### src/rtl/ahb_pkg.sv
// Shared AHB definitions: HTRANS encodings and the arbiter state enumeration.
package ahb_pkg;

    localparam logic [1:0] HTRANS_IDLE   = 2'b00;
    localparam logic [1:0] HTRANS_BUSY   = 2'b01;
    localparam logic [1:0] HTRANS_NONSEQ = 2'b10;
    localparam logic [1:0] HTRANS_SEQ    = 2'b11;

    typedef enum logic [1:0] {
        ARB_IDLE = 2'd0,
        ARB_OWN  = 2'd1,
        ARB_LOCK = 2'd2
    } arb_state_e;

endpackage

### src/rtl/ahb_arbiter_if.sv
// Arbitration bus bundle: masters drive requests/transfer info, the arbiter drives grants.
interface ahb_arbiter_if #(
    parameter int NUM_MASTERS = 4
) ();
    localparam int IW = $clog2(NUM_MASTERS);

    logic [NUM_MASTERS-1:0] hbusreq;
    logic [NUM_MASTERS-1:0] hlock;
    logic                   hready;
    logic [1:0]             htrans;
    logic [NUM_MASTERS-1:0] hgrant;
    logic [IW-1:0]          hmaster;
    logic                   hmastlock;

    modport master (
        output hbusreq, hlock, hready, htrans,
        input  hgrant, hmaster, hmastlock
    );

    modport slave (
        input  hbusreq, hlock, hready, htrans,
        output hgrant, hmaster, hmastlock
    );
endinterface

### src/rtl/ahb_arb_pick.sv
// Combinational winner search: first unmasked requester found walking upward from start_i (wrapping).
module ahb_arb_pick #(
    parameter int NUM_MASTERS = 4,
    parameter int IW          = $clog2(NUM_MASTERS)
) (
    input  logic [NUM_MASTERS-1:0] req_i,
    input  logic [IW-1:0]          start_i,
    input  logic [NUM_MASTERS-1:0] excl_i,
    output logic [NUM_MASTERS-1:0] win_o,
    output logic [IW-1:0]          win_idx_o,
    output logic                   valid_o
);
    logic [NUM_MASTERS-1:0] req_m_s;

    assign req_m_s = req_i & ~excl_i;

    // Rotating search; the first hit locks out later candidates
    always_comb begin
        int unsigned idx;
        logic        found;
        found     = 1'b0;
        idx       = 0;
        win_o     = '0;
        win_idx_o = '0;
        for (int i = 0; i < NUM_MASTERS; i++) begin
            idx = (int'(start_i) + i) % NUM_MASTERS;
            if (!found && req_m_s[idx]) begin
                found      = 1'b1;
                win_o[idx] = 1'b1;
                win_idx_o  = IW'(idx);
            end else begin
                found = found;
            end
        end
        valid_o = found;
    end
endmodule

### src/rtl/ahb_arbiter.sv
// AHB bus arbiter with burst-length limit and locked sequences.
// Define AHB_ARB_RR_EN for round-robin search order; default build is fixed priority.
module ahb_arbiter
    import ahb_pkg::*;
#(
    parameter int NUM_MASTERS = 4,
    parameter int MAX_BEATS   = 8,
    parameter int DEF_MASTER  = 0
) (
    input  logic          hclk,
    input  logic          hresetn,
    ahb_arbiter_if.slave  bus
);
    localparam int IW = $clog2(NUM_MASTERS);
    localparam int BW = $clog2(MAX_BEATS + 1);
    localparam logic [1:0] S_IDLE = ARB_IDLE;
    localparam logic [1:0] S_OWN  = ARB_OWN;
    localparam logic [1:0] S_LOCK = ARB_LOCK;
    localparam logic [NUM_MASTERS-1:0] DEF_GNT = {{(NUM_MASTERS-1){1'b0}}, 1'b1} << DEF_MASTER;
    localparam logic [IW-1:0] DEF_IDX  = IW'(DEF_MASTER);
    localparam logic [BW-1:0] LAST_BEAT = BW'(MAX_BEATS - 1);

    logic [1:0]             state_q, state_d;
    logic [NUM_MASTERS-1:0] gnt_q, gnt_d;
    logic [IW-1:0]          owner_q, owner_d;
    logic [IW-1:0]          hmaster_q, hmaster_d;
    logic                   lock_q, lock_d;
    logic [BW-1:0]          beat_q, beat_d;

    logic [IW-1:0]          start_s;
    logic [NUM_MASTERS-1:0] excl_s, win_s;
    logic [IW-1:0]          win_idx_s;
    logic                   win_vld_s, limit_s, rearb_s, take_s;

    // Beat limit only forces a handover when somebody else is waiting
    assign limit_s = (beat_q == LAST_BEAT) && (|(bus.hbusreq & ~gnt_q));
    assign excl_s  = (state_q == S_OWN && limit_s && bus.hbusreq[owner_q]) ? gnt_q : '0;

    ahb_arb_pick #(.NUM_MASTERS(NUM_MASTERS), .IW(IW)) u_pick (
        .req_i     (bus.hbusreq),
        .start_i   (start_s),
        .excl_i    (excl_s),
        .win_o     (win_s),
        .win_idx_o (win_idx_s),
        .valid_o   (win_vld_s)
    );

    // Next-state logic; everything holds while hready is low
    always_comb begin
        state_d   = state_q;
        gnt_d     = gnt_q;
        owner_d   = owner_q;
        hmaster_d = hmaster_q;
        lock_d    = lock_q;
        beat_d    = beat_q;
        rearb_s   = 1'b0;
        take_s    = 1'b0;
        if (bus.hready) begin
            hmaster_d = owner_q;
            case (state_q)
                S_IDLE: rearb_s = 1'b1;
                S_OWN: begin
                    if (bus.hlock[owner_q]) begin
                        state_d = S_LOCK;
                        lock_d  = 1'b1;
                    end else if (!bus.hbusreq[owner_q] || limit_s) begin
                        rearb_s = 1'b1;
                    end else if (bus.htrans[1] && beat_q != LAST_BEAT) begin
                        beat_d = beat_q + BW'(1);
                    end else begin
                        beat_d = beat_q;
                    end
                end
                S_LOCK: begin
                    if (bus.hlock[owner_q]) begin
                        lock_d = 1'b1;
                    end else if (!bus.hbusreq[owner_q]) begin
                        rearb_s = 1'b1;
                    end else begin
                        state_d = S_OWN;
                        lock_d  = 1'b0;
                    end
                end
                default: rearb_s = 1'b1;
            endcase
            if (rearb_s) begin
                beat_d = '0;
                if (win_vld_s) begin
                    take_s  = 1'b1;
                    gnt_d   = win_s;
                    owner_d = win_idx_s;
                    lock_d  = bus.hlock[win_idx_s];
                    state_d = bus.hlock[win_idx_s] ? S_LOCK : S_OWN;
                end else begin
                    gnt_d   = DEF_GNT;
                    owner_d = DEF_IDX;
                    lock_d  = 1'b0;
                    state_d = S_IDLE;
                end
            end else begin
                take_s = 1'b0;
            end
        end else begin
            hmaster_d = hmaster_q;
        end
    end

    // Arbiter state registers
    always_ff @(posedge hclk) begin
        if (!hresetn) begin
            state_q   <= S_IDLE;
            gnt_q     <= DEF_GNT;
            owner_q   <= DEF_IDX;
            hmaster_q <= DEF_IDX;
            lock_q    <= 1'b0;
            beat_q    <= '0;
        end else begin
            state_q   <= state_d;
            gnt_q     <= gnt_d;
            owner_q   <= owner_d;
            hmaster_q <= hmaster_d;
            lock_q    <= lock_d;
            beat_q    <= beat_d;
        end
    end

`ifdef AHB_ARB_RR_EN
    logic [IW-1:0] rr_q;

    // Search for the next grant starts just after the last winner
    always_ff @(posedge hclk) begin
        if (!hresetn) begin
            rr_q <= '0;
        end else if (take_s) begin
            rr_q <= (win_idx_s == IW'(NUM_MASTERS - 1)) ? '0 : win_idx_s + IW'(1);
        end else begin
            rr_q <= rr_q;
        end
    end

    assign start_s = rr_q;
`else
    logic unused_take_s;

    assign unused_take_s = take_s;
    assign start_s       = '0;
`endif

    assign bus.hgrant    = gnt_q;
    assign bus.hmaster   = hmaster_q;
    assign bus.hmastlock = lock_q;
endmodule

### src/flat_wrapper.sv
// flat-port wrapper written by rule: the top's interface ports become plain ports
module ahb_arbiter_flat import ahb_pkg::*;
#(
    parameter int NUM_MASTERS = 4,
    parameter int MAX_BEATS   = 8,
    parameter int DEF_MASTER  = 0
)
  (hclk, hresetn, bus_hbusreq, bus_hlock, bus_hready, bus_htrans, bus_hgrant, bus_hmaster, bus_hmastlock);
  ahb_arbiter_if #(.NUM_MASTERS(NUM_MASTERS)) bus_i ();
  input  logic hclk;
  input  logic hresetn;
  input wire logic [$bits(bus_i.hbusreq)-1:0] bus_hbusreq;
  input wire logic [$bits(bus_i.hlock)-1:0] bus_hlock;
  input wire logic [$bits(bus_i.hready)-1:0] bus_hready;
  input wire logic [$bits(bus_i.htrans)-1:0] bus_htrans;
  output wire logic [$bits(bus_i.hgrant)-1:0] bus_hgrant;
  output wire logic [$bits(bus_i.hmaster)-1:0] bus_hmaster;
  output wire logic [$bits(bus_i.hmastlock)-1:0] bus_hmastlock;
  assign bus_i.hbusreq = bus_hbusreq;
  assign bus_i.hlock = bus_hlock;
  assign bus_i.hready = bus_hready;
  assign bus_i.htrans = bus_htrans;
  assign bus_hgrant = bus_i.hgrant;
  assign bus_hmaster = bus_i.hmaster;
  assign bus_hmastlock = bus_i.hmastlock;
  ahb_arbiter #(.NUM_MASTERS(NUM_MASTERS), .MAX_BEATS(MAX_BEATS), .DEF_MASTER(DEF_MASTER)) u_core (.hclk(hclk), .hresetn(hresetn), .bus(bus_i));
endmodule
### config.mk
export PLATFORM = sky130hd
export DESIGN_NAME = ahb_arbiter_flat
export DESIGN_NICKNAME = d
export VERILOG_FILES = /design/src/rtl/ahb_pkg.sv /design/src/rtl/ahb_arbiter_if.sv /design/src/rtl/ahb_arb_pick.sv /design/src/rtl/ahb_arbiter.sv /design/src/flat_wrapper.sv
export SDC_FILE = /design/constraint.sdc
export NUM_CORES = 1
export LEC_CHECK = 0
export BUFFER_PORTS_ARGS = -buffer_cell sky130_fd_sc_hd__buf_2
export CORE_ASPECT_RATIO = 1.2
export CORE_UTILIZATION = 40
export DETAILED_ROUTE_END_ITERATION = 12
export PLACE_DENSITY_LB_ADDON = 0.15
export SYNTH_ARGS = -nofsm -noshare
export SYNTH_HDL_FRONTEND = slang
export SYNTH_SLANG_ARGS = --single-unit
### constraint.sdc
create_clock -name hclk -period 2.69 [get_ports hclk]
set_input_delay 0.4035 -clock hclk [delete_from_list [all_inputs] [get_ports hclk]]
set_output_delay 0.4035 -clock hclk [all_outputs]
set_load 0.01 [all_outputs]
==> run summary <==
STATUS
-------------------------------------------------------------------------------------------
Status                                                                         complete, no violations

GLOBAL ROUTING
-------------------------------------------------------------------------------------------
Antenna violations before repair                                                          0
Pin count of the biggest net entering global routing                                     15
Total routing resource utilization after global routing                               16.5%
First-pass GRT wire length                                                          3590 um
Remaining global-route overflow                                                           0
Vias in the first global route                                                          808

CLOCK TREE
-------------------------------------------------------------------------------------------
CTS clock-pin slew for the worst setup and hold paths                               0.09 ns
Post-CTS setup buffers                                                                    0
CTS buffer count                                                                          3
Latest clock arrival within the worst-skew pair                                     0.28 ns
TritonCTS clock tree                                                                  built
Maximum number of buffers from clock root to sink                                         2
Count of hold buffers inserted by post-cts repair                                         0
Depth of the CTS H-tree                                                                   1
PostCTS Resize Cnt                                                                        0
CTS root buf                                                                   sky130_fd_sc_hd__clkbuf_4
TritonCTS Sinks                                                                          15

SYNTH
-------------------------------------------------------------------------------------------
Most used flip-flop cell after synthesis                                       sky130_fd_sc_hd__dfxtp_1
Flop and latch count out of synthesis                                                    15
Cell types occupying the most area after synthesis                             sky130_fd_sc_hd__dfxtp_1, sky130_fd_sc_hd__mux2i_1, sky130_fd_sc_hd__mux4_2, sky130_fd_sc_hd__nor2b_1, sky130_fd_sc_hd__ha_1
Post-Synthesis Cell Area                                                           1070 um2
Async SR Flop Fraction                                                                   0%
Post-Synthesis Mean Instance Area                                                  9.66 um2
Sequential fraction of the synthesis area                                             28.0%
Number of nets in the synthesized netlist                                               127
Number of enable-type register cells in the synthesized netlist                           0
Cell type with the highest aggregate area in the netlist                       sky130_fd_sc_hd__dfxtp_1
Total of warnings raised by yosys                                                         0
Distinct cell type count of the synthesized netlist                                      52
Top cells by count, synth                                                      sky130_fd_sc_hd__dfxtp_1, sky130_fd_sc_hd__inv_1, sky130_fd_sc_hd__nand2_1, sky130_fd_sc_hd__nor2b_1, sky130_fd_sc_hd__nor2_1
Count leader, synth                                                            sky130_fd_sc_hd__dfxtp_1
Proportion of netlist area held by the largest area contributor                       28.0%
Gate count of the mapped netlist                                                        111

DETAILED ROUTING
-------------------------------------------------------------------------------------------
Per-cell via count in the routed design                                                5.34
Via count                                                                               881
Antenna Violating Nets Remaining                                                          0
Length of the first detailed-routing pass in iterations                                   4
Drc violations                                                                            0
DR WL/cell                                                                          13.2 um
Total wire length                                                                   2170 um
Number of design-rule violations left by the first detailed-router iteration             24

FLOORPLAN
-------------------------------------------------------------------------------------------
Horizontal die dimension                                                            49.3 um
Site row count                                                                           20
Area of the die                                                                    2890 um2
Area of the core                                                                   2530 um2
Effective utilization at floorplan                                                    42.4%
Height of the chip                                                                  58.7 um
IO Pins                                                                                  20

PLACE
-------------------------------------------------------------------------------------------
Setup WS pre-CTS                                                                   0.327 ns
HPWL after DPL                                                                      1720 um
Placed inst area                                                                   1190 um2
Count of buffers from port buffering                                                     18
Routability cong.                                                                     0.844

HOLD PATH
-------------------------------------------------------------------------------------------
Path type of the worst min-delay path                                                in2reg

LAYOUT
-------------------------------------------------------------------------------------------
Layout Cell Area excl Fill                                                         1220 um2
Fill cell instance count of the final layout                                            264
Net total in the final layout                                                           149
Post-layout util                                                                      48.1%
Share of post-route cells with drive strength above 1                                 31.8%
Antenna diodes                                                                            0
Area delta synth->final                                                               13.4%

CRITICAL PATH
-------------------------------------------------------------------------------------------
Kind of capture point of the worst setup path                                      register
Worst-path maximum fanout                                                                13
Worst path required time                                                            2.91 ns
Crit path DAT                                                                       2.44 ns
Startpoint type of the worst setup path                                            register
Path type of the worst setup path                                                   reg2reg

TIMING
-------------------------------------------------------------------------------------------
Setup violators final                                                                     0
Total negative slack for setup checks                                                  0 ns
Worst slew margin relative to its limit                                               59.4%
Number of hold violations in the final report                                             0
Number of slew-limit violations in the final report                                       0
Final cycle utilization of the critical path                                          82.5%
RSZ-0062 raised after global routing                                                  false
PnR worst setup slack                                                              0.470 ns
Worst-margin pin slew                                                              0.606 ns
Highest achievable clock rate                                                       451 MHz
Shortest period the worst path allows                                               2.22 ns
Skew final                                                                       0.00159 ns

POWER AND IR DROP
-------------------------------------------------------------------------------------------
Power consumption                                                                    751 uW
Static leakage                                                                  0.000491 uW
Largest voltage drop on the vdd net                                                  291 uV
Power density over the cells                                                     618 nW/um2

FLOW RUN
-------------------------------------------------------------------------------------------
Max-capacitance violation count                                                           0

==> cell families after synthesis <==
logic type | after synthesis | share of synthesized area (%)
AO/OA/AOI/OAI | 32 | 28.4
adder cells (fa/ha/maj) | 3 | 3.50
buffers and inverters | 11 | 5.48
flip-flops | 15 | 28.0
AND/OR/NAND/NOR | 40 | 23.1
multiplexers | 8 | 9.92
XOR/XNOR | 2 | 1.63
==> state kept, by name (all words and copies together), names as in the netlist <==
signal                cells
u_core.beat_q             4
u_core.bus.hgrant         4
u_core.bus.hmaster        2
u_core.bus.hmastlock      1
u_core.owner_q            2
u_core.state_q            2
==> metal layers <==
metal	GRT usage, %	vias up	wire length (um)
met4	8.82	0	19
met2	27.0	15	1050
met1	21.6	410	1050
li1	-	454	-
met5	0	-	0
met3	1.55	2	62
==> layout by cell type, fill, tap and decap left out, types with 3 or more instances in the layout <==
cell,instances
sky130_fd_sc_hd__dfxtp_1,15
sky130_fd_sc_hd__nor2_1,6
sky130_fd_sc_hd__ha_1,3
sky130_fd_sc_hd__nor2b_1,7
sky130_fd_sc_hd__a21boi_1,4
sky130_fd_sc_hd__clkbuf_4,3
sky130_fd_sc_hd__mux2i_1,5
sky130_fd_sc_hd__inv_1,7
sky130_fd_sc_hd__buf_2,18
sky130_fd_sc_hd__nand2_1,7
sky130_fd_sc_hd__o31ai_1,3
==> worst paths after layout <==
| path | cells past startpoint | slack (ns) | to | from |
|---|---|---|---|---|
| setup / recovery | 7 | 0.47 | u_core.bus.hgrant[2] | u_core.owner_q[1] |
| setup reg to reg | 7 | 0.47 | u_core.bus.hgrant[2] | u_core.owner_q[1] |
| hold / removal | 2 | 0.43 | u_core.bus.hgrant[0] | hresetn |
| hold reg to reg | 2 | 0.50 | u_core.bus.hgrant[2] | u_core.bus.hgrant[2] |
==> worst max-delay path, cell delays in order (launching register included) <==
cell                       delay, ns
sky130_fd_sc_hd__dfxtp_1        0.44
sky130_fd_sc_hd__mux4_2         0.58
sky130_fd_sc_hd__o21bai_4       0.20
sky130_fd_sc_hd__a21oi_2        0.23
sky130_fd_sc_hd__o21ai_2        0.07
sky130_fd_sc_hd__buf_4          0.18
sky130_fd_sc_hd__or3_1          0.32
sky130_fd_sc_hd__a21boi_1       0.14
==> through the flow <==
step           instances  hold WS [ns]
4_1_cts              165         0.424
5_1_grt              165         0.444
3_5_place_dp         161         0.494
3_3_place_gp         161         0.484
2_1_floorplan        111         0.473
6_report             165         0.428
==> final cells by class <==
cell class / count / area [um2] / share of cell area (%)
clock buffer: 4 / 26.3 / 2.16
multi-input combinational: 85 / 713 / 58.6
sequential: 15 / 300 / 24.7
tap: 33 / 41.3 / 3.40
inverter: 8 / 30.0 / 2.47
timing repair buffer: 20 / 105 / 8.64
==> report_power, final <==
group,internal [uW],switching (uW)
sequential,252,27.3
clock,57.5,69.8
combinational,158,187
(Power assumes the default switching activity.)
